--- src/rtl/rast_pkg.sv ---
// Shared rasteriser types: iterator state, subsample step codes and step decoding.
package rast_pkg;

  typedef enum logic {WAIT, TEST} iter_state_t;

  localparam logic [3:0] SS_1X = 4'b1000;
  localparam logic [3:0] SS_2X = 4'b0100;
  localparam logic [3:0] SS_4X = 4'b0010;
  localparam logic [3:0] SS_8X = 4'b0001;

  // Codes that are not one-hot fall back to a full-pixel step.
  function automatic logic [31:0] step_from_code(input logic [3:0] code, input int unsigned radix);
    logic [31:0] one;
    one = 32'd1;
    case (code)
      SS_1X:   step_from_code = one << radix;
      SS_2X:   step_from_code = one << (radix - 1);
      SS_4X:   step_from_code = one << (radix - 2);
      SS_8X:   step_from_code = one << (radix - 3);
      default: step_from_code = one << radix;
    endcase
  endfunction

endpackage

--- src/rtl/sample_iter_step.sv ---
// Combinational advance of the sample cursor by one group within the bounding box.
module sample_iter_step #(
  parameter int unsigned W     = 25,
  parameter int unsigned SAMPS = 4
) (
  input  logic signed [W-1:0] x_i,
  input  logic signed [W-1:0] y_i,
  input  logic signed [W-1:0] llx_i,
  input  logic signed [W-1:0] urx_i,
  input  logic signed [W-1:0] ury_i,
  input  logic signed [W-1:0] step_i,
  output logic signed [W-1:0] next_x_o,
  output logic signed [W-1:0] next_y_o,
  output logic                row_end_o,
  output logic                last_o
);

  logic signed [W-1:0] grp_x;
  logic signed [W-1:0] row_y;

  always_comb begin
    grp_x     = x_i + $signed(W'(SAMPS)) * step_i;
    row_y     = y_i + step_i;
    row_end_o = grp_x > urx_i;
    last_o    = row_end_o && (row_y > ury_i);
    next_x_o  = row_end_o ? llx_i : grp_x;
    next_y_o  = row_end_o ? row_y : y_i;
  end

endmodule

--- src/rtl/sample_iterator.sv ---
// Walks each triangle's bounding box emitting SAMPS adjacent samples per cycle.
// Optional perf counters (triCnt_U, sampCnt_U) enabled by SAMPLE_ITER_PERF_CNT_EN.
module sample_iterator
  import rast_pkg::*;
#(
  parameter int unsigned SIGFIG = 24,
  parameter int unsigned RADIX  = 10,
  parameter int unsigned VERTS  = 3,
  parameter int unsigned AXIS   = 3,
  parameter int unsigned COLORS = 3,
  parameter int unsigned SAMPS  = 4
) (
  input  logic                                      clk,
  input  logic                                      rst,
  input  logic [VERTS-1:0][AXIS-1:0][SIGFIG-1:0]    tri_R13S,
  input  logic [COLORS-1:0][SIGFIG-1:0]             color_R13U,
  input  logic [1:0][1:0][SIGFIG-1:0]               box_R13S,
  input  logic                                      validTri_R13H,
  input  logic [3:0]                                subSample_RnnnnU,
  output logic                                      halt_R13H,
  output logic [VERTS-1:0][AXIS-1:0][SIGFIG-1:0]    tri_R14S,
  output logic [COLORS-1:0][SIGFIG-1:0]             color_R14U,
  output logic [1:0][SAMPS-1:0][SIGFIG-1:0]         sample_R14S,
  output logic [SAMPS-1:0]                          validSamp_R14H
`ifdef SAMPLE_ITER_PERF_CNT_EN
  ,
  output logic [31:0]                               triCnt_U,
  output logic [31:0]                               sampCnt_U
`endif
);

  localparam int unsigned W = SIGFIG + 1;

  iter_state_t state_q, state_d;
  logic [VERTS-1:0][AXIS-1:0][SIGFIG-1:0] tri_q, tri_d;
  logic [COLORS-1:0][SIGFIG-1:0]          color_q, color_d;
  logic signed [W-1:0] llx_q, llx_d, urx_q, urx_d, ury_q, ury_d;
  logic signed [W-1:0] step_q, step_d, x_q, x_d, y_q, y_d;
  logic signed [W-1:0] in_llx, in_lly, in_urx, in_ury, it_next_x, it_next_y, sx;
  logic                row_end, last, accept, in_ok;
  logic [1:0][SAMPS-1:0][SIGFIG-1:0] samp_d;
  logic [SAMPS-1:0]                  valid_d;

  sample_iter_step #(.W(W), .SAMPS(SAMPS)) u_step (
    .x_i      (x_q),
    .y_i      (y_q),
    .llx_i    (llx_q),
    .urx_i    (urx_q),
    .ury_i    (ury_q),
    .step_i   (step_q),
    .next_x_o (it_next_x),
    .next_y_o (it_next_y),
    .row_end_o(row_end),
    .last_o   (last)
  );

  always_comb begin
    state_d = state_q;
    tri_d   = tri_q;
    color_d = color_q;
    llx_d   = llx_q;
    urx_d   = urx_q;
    ury_d   = ury_q;
    step_d  = step_q;
    x_d     = x_q;
    y_d     = y_q;

    in_llx = W'($signed(box_R13S[0][0]));
    in_lly = W'($signed(box_R13S[0][1]));
    in_urx = W'($signed(box_R13S[1][0]));
    in_ury = W'($signed(box_R13S[1][1]));
    in_ok  = (in_urx >= in_llx) && (in_ury >= in_lly);

    // Halt drops during the last group, so a waiting triangle is taken on that same edge.
    halt_R13H = (state_q == TEST) && !last;
    accept    = validTri_R13H && in_ok && !halt_R13H;

    if (state_q == TEST) begin
      x_d = it_next_x;
      if (row_end) y_d = it_next_y;
      if (last) state_d = WAIT;
    end

    if (accept) begin
      state_d = TEST;
      tri_d   = tri_R13S;
      color_d = color_R13U;
      llx_d   = in_llx;
      urx_d   = in_urx;
      ury_d   = in_ury;
      step_d  = $signed(W'(step_from_code(subSample_RnnnnU, RADIX)));
      x_d     = in_llx;
      y_d     = in_lly;
    end
  end

  always_comb begin
    samp_d  = '0;
    valid_d = '0;
    sx      = '0;
    for (int unsigned s = 0; s < SAMPS; s++) begin
      sx           = x_q + $signed(W'(s)) * step_q;
      samp_d[0][s] = sx[SIGFIG-1:0];
      samp_d[1][s] = y_q[SIGFIG-1:0];
      valid_d[s]   = sx <= urx_q;
    end
  end

  always_ff @(posedge clk or negedge rst) begin
    if (!rst) begin
      state_q        <= WAIT;
      tri_q          <= '0;
      color_q        <= '0;
      llx_q          <= '0;
      urx_q          <= '0;
      ury_q          <= '0;
      step_q         <= '0;
      x_q            <= '0;
      y_q            <= '0;
      tri_R14S       <= '0;
      color_R14U     <= '0;
      sample_R14S    <= '0;
      validSamp_R14H <= '0;
    end else begin
      state_q <= state_d;
      tri_q   <= tri_d;
      color_q <= color_d;
      llx_q   <= llx_d;
      urx_q   <= urx_d;
      ury_q   <= ury_d;
      step_q  <= step_d;
      x_q     <= x_d;
      y_q     <= y_d;
      if (state_q == TEST) begin
        tri_R14S       <= tri_q;
        color_R14U     <= color_q;
        sample_R14S    <= samp_d;
        validSamp_R14H <= valid_d;
      end else begin
        validSamp_R14H <= '0;
      end
    end
  end

`ifdef SAMPLE_ITER_PERF_CNT_EN
  logic [31:0] tri_cnt_q, samp_cnt_q;

  always_ff @(posedge clk or negedge rst) begin
    if (!rst) begin
      tri_cnt_q  <= '0;
      samp_cnt_q <= '0;
    end else begin
      tri_cnt_q  <= tri_cnt_q + 32'(accept);
      samp_cnt_q <= samp_cnt_q + 32'($countones(validSamp_R14H));
    end
  end

  assign triCnt_U  = tri_cnt_q;
  assign sampCnt_U = samp_cnt_q;
`endif

endmodule

--- config.mk ---
export PLATFORM = sky130hd
export DESIGN_NAME = sample_iterator
export DESIGN_NICKNAME = d
export VERILOG_FILES = /design/src/rtl/rast_pkg.sv /design/src/rtl/sample_iter_step.sv /design/src/rtl/sample_iterator.sv
export SDC_FILE = /design/constraint.sdc
export NUM_CORES = 1
export LEC_CHECK = 0
export CAP_MARGIN = 10
export CORE_AREA = 2 2 345 347
export DETAILED_ROUTE_END_ITERATION = 12
export DIE_AREA = 0 0 347 349
export GPL_TIMING_DRIVEN = 0
export HOLD_SLACK_MARGIN = 0.08
export SLEW_MARGIN = 20
export SYNTH_ARGS = -nofsm -noshare
export SYNTH_HDL_FRONTEND = slang
export SYNTH_SLANG_ARGS = --single-unit
--- constraint.sdc ---
create_clock -name clk -period 6.98 [get_ports clk]
set_input_delay 1.047 -clock clk [delete_from_list [all_inputs] [get_ports clk]]
set_output_delay 1.047 -clock clk [all_outputs]
set_load 0.03 [all_outputs]
# After elaboration in Yosys (flattened, before gate mapping)
# Cells that the tools add are included.
[totals] ff_bits=848 latch_bits=0 ram_bits=0 romBits=0 input_bits=391 out_inout_bits=485 wordCells=75 memories=0
[classes] add_sub_neg=5 n_mul=1 n_div=0 n_lt_le_gt_ge=8 n_eq_ne=3 n_shift=0 n_mux=11 bitwise_logic=0 reduce_logical=10
[op_table] op="2-to-1 mux 25 bit" count=6
[op_table] op="adder 25 bit" count=5
[op_table] op="<= comparator 25 x 24 -> 1 bit" count=4
[op_table] op="greater-than comparator 25 x 24 -> 1 bit" count=2
[op_table] op="greater-or-equal comparator 24 bit" count=2
[op_table] op="one-hot mux 11 bit (3 select lines)" count=1
[op_table] op="multiplier 3 x 25 -> 25 bit, first input constant" count=1
[op_table] op="logical AND 1 bit" count=5
[op_table] op="== test 4 x 1 -> 1 bit, second input constant" count=1
[op_table] op="== test 4 x 2 -> 1 bit, second input constant" count=1
[op_table] op="== test 4 x 3 -> 1 bit, second input constant" count=1
[op_table] op="2-to-1 mux 4 bit" count=1
[op_table] op="nonzero test 2 bit" count=2
[op_table] op="2-to-1 mux 1 bit" count=3
[op_table] op="zero test 1 bit" count=2
[op_table] op="AND reduction 2 bit" count=1

# Depth between registers and ports, before layout
# Gate-level depths: netlist of the first run.
[logic_depth] ltp_word=9 ltp_mapped=23 ltp_nobuf=23

# Modules after synthesis
# A second synthesis of the first run with hierarchy kept.
[unflattened] hier_cells=3076 area_unflattened_um2=39306.4
[by_module_without_submodules] module="sample_iterator" instances=1 cells_each=2496 area_per_inst_um2=35302.6 seq_area_each_um2=20119.3
[by_module_without_submodules] module="sample_iter_step" instances=1 cells_each=580 area_per_inst_um2=4003.8 seq_area_each_um2=0.0

# Least setup slack after synthesis of the first run
# No wires, ideal clock.
[synth_path] kind="reg2out" start="register step_q[8]" end="output halt_R13H" arrival_time_ns=3.766 t_required_ns=5.933 path_slack_ns=2.167 stages_incl_launch_ff=16 n_path_buf=0 cell_sequence="dfrtp_1 -> inv_1 -> fa_1 -> nor2b_1 -> o21ai_0 -> a21o_1 -> nor3_1 -> and2_1 -> nand2_1 -> xnor2_1 -> ha_1 -> nand3_1 -> nor4_1 -> nand2_1 -> a221oi_4 -> inv_1"
[synth_via] elab_chain_len=5 elab_cells_between_ends=7 cone_classes="add/sub (2); order compare (2); reduce/logical (3)"
[synth_lines] element="start, declared" line="sample_iterator.sv:38" text="logic signed [W-1:0] step_q, step_d, x_q, x_d, y_q, y_d;"
[synth_lines] element="start signal, assigned" line="sample_iterator.sv:131" text="step_q <= step_d;"
[synth_lines] element="adder 25 bit (on tied branches)" line="sample_iter_step.sv:22, sample_iter_step.sv:23"
[synth_lines] element="greater-than comparator 25 x 24 -> 1 bit (on tied branches)" line="sample_iter_step.sv:24, sample_iter_step.sv:25"
[synth_lines] element="logical AND 1 bit (*)" line="sample_iter_step.sv:25" text="last_o = row_end_o && (row_y > ury_i);"
[synth_lines] element="zero test 1 bit (*)" line="sample_iterator.sv:75" text="halt_R13H = (state_q == TEST) && !last;"
[synth_lines] element="logical AND 1 bit (*)" line="sample_iterator.sv:75"
[synth_lines] element="end, declared" line="sample_iterator.sv:20" text="output logic halt_R13H,"
# Mark *: on every way between the ends. The rest lies on a longest branch, timed or not.

# Worst setup path after layout of the first run
[layout_path] start="register step_q[7]" end="output halt_R13H"
# The elaborated chain is that of the path after synthesis.

==> results_dict.tcl, run 1 <==
set metrics [dict create \
    finalHoldViolations 0 \
    fin_util 0.435 \
    arrival_ns 5.59 \
    synth-async-reset-ratio 1.00 \
    clkLatencyLatePin_ns 0.68 \
    drt_pre_antenna_iters 5 \
    grt-ovfl-total 0 \
    synth.top_cells.by_count "dfrtp_1, mux2_2, mux2_1" \
    grt_usage 0.198 \
    cts_buffers 91 \
    cp_max_fo 6 \
    hp-class "in2async" \
    die-area_mm2 0.121 \
    placed_cell_area_mm2 0.0480 \
    critical_path_class "reg2out" \
    finalSetupTns_ns 0 \
    synth_top_cell_by_area "dfrtp_1" \
    fillerInstances 11000 \
    r2r_setup_slack_ns 1.24 \
    synth_cell_types 60 \
    routed-via-count 25300 \
    fin_nets 4333 \
    multi_input_area_mm2 0.0151 \
    fin_crit_sh 0.951 \
    drive_gt1_frac 0.199 \
    synth_area_mm2 0.0371 \
    synth_seq_area_share 0.542 \
    synth.area.top_cells "dfrtp_1, mux2_2, mux2_1, ha_1, buf_4" \
    power_density_mw_per_mm2 547 \
    tightest_slew_ns 1.10 \
    clock_skew_ns 0.0498 \
    root_buffer "clkbuf_16" \
    hold_buffers 0 \
    viasPerCell 4.72 \
    synth-seq-cells 804 \
    leakage_nw 22.6 \
    avgSynthCellArea_um2 13.4 \
    cts.sinks 804 \
    antenna_found_initial 35 \
    h-tree-depth 3 \
    end_kind "output port" \
    drc_errors 0 \
    gp_congestion 0.861 \
    synth_edf_count 0 \
    synth_warnings 0 \
    startpoint_type "flip-flop" \
    die_w_um 347 \
    die_y_um 349 \
    rsz0062_at_grt "no" \
    ant_nets 0 \
    grt_pass1_vias 26400 \
    num_io_pins 876 \
    grt_max_degree 144 \
    grt_pass1_wl_um 178000 \
    ys.flop_type "dfrtp_1" \
    crit_required_ns 5.93 \
    clock_path_buffers 3 \
    synth.most_common_cell "dfrtp_1" \
    pre_cts_slack_ns 0.419 \
    dp.final_hpwl_um 94200 \
    setup-violations-final 0 \
    postLayoutSetupSlackWorst_ns 0.343 \
    vdd_ir_drop_max_mv 0.335 \
    wl_per_cell_um 22.6 \
    drv_cap 0 \
    finalWirelength_um 121000 \
    rows 126 \
    fin_area_mm2 0.0511 \
    synth_top_cell_area_share 0.542 \
    drv_slew 0 \
    outcome "complete, no violations" \
    synth_cells 2765 \
    timing.rr.end "y_q[6]" \
    area_growth_pct 37.8 \
    fin_crit_ns 6.64 \
    drtIter0Drc 1145 \
    seq_area_mm2 0.0201 \
    reg2reg_from "step_q[7]" \
    portBuffers 875 \
    start_util 0.316 \
    cts_tree "built" \
    reg2reg_depth 19 \
    relSlewSlack 0.268 \
    worst_setup_hold_path_clk_slew_ns 0.06 \
    core_mm2 0.117 \
    postSynthNetCount 3356 \
    fmax_mhz 151 \
]
what timing repair did:
| item | CTS | global route |
|---|---|---|
| gates resized for setup | 1 | 1 |
| cloned | 0 | 0 |
| endpoints found under the setup margin | 1 | 1 |
| setup buffers | 1 | 2 |
| endpoints found under the hold margin | 0 | 0 |
| pin swaps | 1 | 0 |
worst max-delay path by stage:
stage	startpoint	cells after the start	slack, ns	to
4_1_cts	step_q[7]	16	0.05	halt_R13H
2_1_floorplan	step_q[8]	15	2.17	halt_R13H
3_3_place_gp	rst	1	-33.27	tri_R14S[86]
6_report	step_q[7]	16	0.34	halt_R13H
3_5_place_dp	step_q[8]	16	0.42	halt_R13H
5_1_grt	step_q[7]	16	0.06	halt_R13H
kinds of logic after synthesis:
group                    Yosys count  share of synthesized area
XOR/XNOR                          76                     0.0179
adder cells (fa/ha/maj)          200                     0.0689
buffers and inverters            343                     0.0520
multiplexers                     780                      0.235
flip-flops                       804                      0.542
AO/OA/AOI/OAI                    260                     0.0440
AND/OR/NAND/NOR                  302                     0.0394
critical path: stages (launching register included):
cell	delay, ns
dfrtp_1	0.54
ha_1	0.31
fa_1	0.40
a21o_1	0.18
a21oi_1	0.46
nor2b_1	0.17
nand3_1	0.17
xnor2_1	0.11
ha_1	0.35
nand4_1	0.19
or4_1	0.56
o21ai_1	0.13
a21oi_1	0.08
a41oi_4	0.34
a221oi_4	0.14
inv_1	0.07
clkdlybuf4s50_1	0.73
sequential cells by signal, summed over array words and instances (netlist names):
name / cells
ury_q: 24
sample_R14S: 97
tri_q: 216
state_q: 1
tri_R14S: 216
color_q: 72
step_q: 4
y_q: 25
llx_q: 24
urx_q: 24
validSamp_R14H: 4
x_q: 25
color_R14U: 72
where the power goes:
| group | leakage [nW] | switching [W] | internal [W] |
|---|---|---|---|
| clock network | 1.53 | 0.00208 | 0.00291 |
| registers | 9.65 | 0.00141 | 0.00706 |
| logic | 11.5 | 0.00784 | 0.00666 |
cell type report:
cell class              count  area share
flip-flops and latches    804       0.393
multi-input cells        1618       0.294
repair buffers            884       0.175
clock buffers             130      0.0515
well taps                1536      0.0376
plain buffers             211      0.0281
inverters                 132     0.00969
clock inverters            33     0.00944
diodes                     10    0.000489
through the flow:
stage | instances | total power, W | hold slack, ns
6_report | 5358 | 0.0280 | 0.216
2_1_floorplan | 2765 | 0.0173 | 0.446
3_5_place_dp | 5182 | 0.0232 | 0.470
3_3_place_gp | 5176 | 0.0230 | 0.462
4_1_cts | 5346 | 0.0283 | 0.169
5_1_grt | 5353 | 0.0296 | 0.194
metal layers:
layer | GRT usage | routed length (um)
met1 | 0.236 | 48800
met2 | 0.340 | 59800
met3 | 0.0626 | 9380
met4 | 0.0594 | 3110
met5 | 0 | 218
cell usage in the layout, fill, tap and decap left out, drive strengths merged, types with 33 or more instances in the layout:
master         netlist  routed
ha                 193     193
mux2               737     737
o21ai               96      96
clkdlybuf4s50        0     874
nand4               35      35
a21oi               67      67
clkbuf              56     186
inv                132     139
nor2                56      56
xor2                33      33
dfrtp              804     804
xnor2               43      43
mux2i               43      43
buf                155     165
a21o                42      42
nand2              110     110
Power figures use the tool's default switching activity.
==> run 2: changes to the inputs <==
--- a/config.mk
+++ b/config.mk
@@ -11,7 +11,6 @@
 export DIE_AREA = 0 0 347 349
 export GPL_TIMING_DRIVEN = 0
 export HOLD_SLACK_MARGIN = 0.08
-export SLEW_MARGIN = 20
 export SYNTH_ARGS = -nofsm -noshare
 export SYNTH_HDL_FRONTEND = slang
 export SYNTH_SLANG_ARGS = --single-unit
==> run 2 against run 1 <==
  * Sequential share of layout area about the same
  * Critical path depth did not move
  * Setup slack better by 0.035 ns
  * Critical path type unchanged
  * Count of clock-buffer cells in the layout grew 7
  * Critical endpoint unchanged
  * Via count down 0.32%
  * Cell area about the same
  * Clock power decreased by 1%
  * Maximum frequency up 0.52%
  * Non-clock buffer count increased by 2
  * Global-route usage fell by 0.12 points
  * Core utilization is essentially flat
==> results_dict.tcl, run 2 (synthesis results as in run 1) <==
set metrics [dict create \
    die_y_um 349 \
    area_growth_pct 37.9 \
    leakage_nw 22.6 \
    cts_buffers 92 \
    largestRegisters "tri_R14S x216, tri_q x216, sample_R14S x97" \
    fin_crit_ns 6.60 \
    crit_buf_inv 2 \
    fin_area_mm2 0.0512 \
    portBuffers 875 \
    clkLatencyLatePin_ns 0.69 \
    routed-via-count 25200 \
    cp_top_family "compound AO/OA/AOI/OAI gates" \
    gp_congestion 0.861 \
    root_buffer "clkbuf_16" \
    finalWirelength_um 121000 \
    antenna_found_initial 38 \
    wl_per_cell_um 22.5 \
    ant_nets 0 \
    reg2reg_from "step_q[7]" \
    placed_cell_area_mm2 0.0480 \
    grt_pass1_vias 26400 \
    clock_skew_ns 0.0616 \
    rsz0062_at_grt "no" \
    die_w_um 347 \
    fin_crit_sh 0.946 \
    end_kind "output port" \
    drt_pre_antenna_iters 5 \
    grt_pass1_wl_um 177000 \
    hp-class "in2async" \
    fmax_mhz 151 \
    relSlewSlack 0.243 \
    worstSetupStartpoint "step_q[7]" \
    layout_common_cells "clkdlybuf4s50_1, dfrtp_1, mux2_2, mux2_1, ha_1" \
    arrival_ns 5.56 \
    power_density_mw_per_mm2 545 \
    hold_buffers 0 \
    drive_gt1_frac 0.199 \
    grt_usage 0.197 \
    critical_path_class "reg2out" \
    clock_path_buffers 3 \
    r2r_setup_slack_ns 1.27 \
    worst_setup_hold_path_clk_slew_ns 0.06 \
    fin_nets 4336 \
    rows 126 \
    fillerInstances 10900 \
    dp.final_hpwl_um 94200 \
    cts_tree "built" \
    vdd_ir_drop_max_mv 0.287 \
    cts.sinks 804 \
    num_io_pins 876 \
    viasPerCell 4.70 \
    start_util 0.316 \
    whs_ns 0.391 \
    drv_cap 0 \
    cp_max_fo 6 \
    drc_errors 0 \
    drtIter0Drc 1084 \
    grt-ovfl-total 0 \
    slowest_delay_ns 0.73 \
    cp_slowest_cell "clkdlybuf4s50_1" \
    startpoint_type "flip-flop" \
    crit_required_ns 5.93 \
    setup-violations-final 0 \
    grt_max_degree 123 \
    core_mm2 0.117 \
    outcome "complete, no violations" \
    final_common_cell "clkdlybuf4s50_1" \
    drv_slew 0 \
    h-tree-depth 3 \
    crit_chain "ha_1 -> fa_1 -> a21o_1 -> a21oi_1 -> nor2b_1 -> nand3_1 -> xnor2_1 -> ha_1 -> nand4_1 -> or4_1 -> o21ai_1 -> a21oi_1 -> a41oi_4 -> a221oi_4 -> inv_1 -> clkdlybuf4s50_1" \
    finalSetupTns_ns 0 \
    die-area_mm2 0.121 \
    finalHoldViolations 0 \
    tightest_slew_ns 1.14 \
]
[run 2: final timing paths]
| check | cells after the start | endpoint |
|---|---|---|
| worst max-delay path | 16 | halt_R13H |
| worst min-delay path | 1 | sample_R14S[56] |
| worst max register to register | 20 | llx_q[15] |
| worst min register to register | 1 | tri_R14S[52] |
| max in group asynchronous | 3 | tri_R14S[214] |
| min in group clk | 1 | tri_R14S[52] |
[run 2: worst reg2reg max path: cells and delay by family, from the launching register on]
kind / cells / cell delay, ns
flops: 1 / 0.53
simple gates: 6 / 1.41
compound gates: 7 / 1.43
xor+xnor: 1 / 0.11
buf+inv: 3 / 1.09
fa+ha+maj: 3 / 1.06
[run 2: per-stage QoR]
stage          worst slack (ns)   util  cells  total power (W)
2_1_floorplan              2.17      -   2765           0.0173
3_5_place_dp              0.437  0.409   5184           0.0232
5_1_grt                  0.0112  0.435   5357           0.0296
3_3_place_gp             -33.27  0.407   5176           0.0230
4_1_cts                  0.0717  0.435   5351           0.0282
6_report                  0.378  0.436   5363           0.0279
[run 2: area by class of cell]
type,instances,area (um^2),share of cell area
diodes,10,25.0,0.000489
repair buffers,886,8990,0.176
inverters,132,495,0.00968
multi-input cells,1618,15000,0.294
plain buffers,211,1440,0.0281
clock buffers,137,2720,0.0532
well taps,1536,1920,0.0376
flip-flops and latches,804,20100,0.393
clock inverters,29,398,0.00778
[run 2: power breakdown]
part	leakage, nW	switching, W	internal (W)
clock network	1.52	0.00209	0.00284
registers	9.65	0.00141	0.00706
logic	11.5	0.00783	0.00667
total	22.6	0.0113	0.0166
[run 2: layer usage]
layer | wire length (um) | share of wire | global-route usage
met5 | 310 | 0.0026 | 0
met4 | 3080 | 0.025 | 0.0557
met3 | 10100 | 0.084 | 0.0690
met2 | 59500 | 0.49 | 0.338
met1 | 47700 | 0.40 | 0.231
[run 2: what timing repair did]
action	4_1_cts	5_1_grt
gates resized for setup	1	0
setup buffers	1	2
hold endpoints to repair	0	0
pin swaps	1	0
endpoints found under the setup margin	1	1
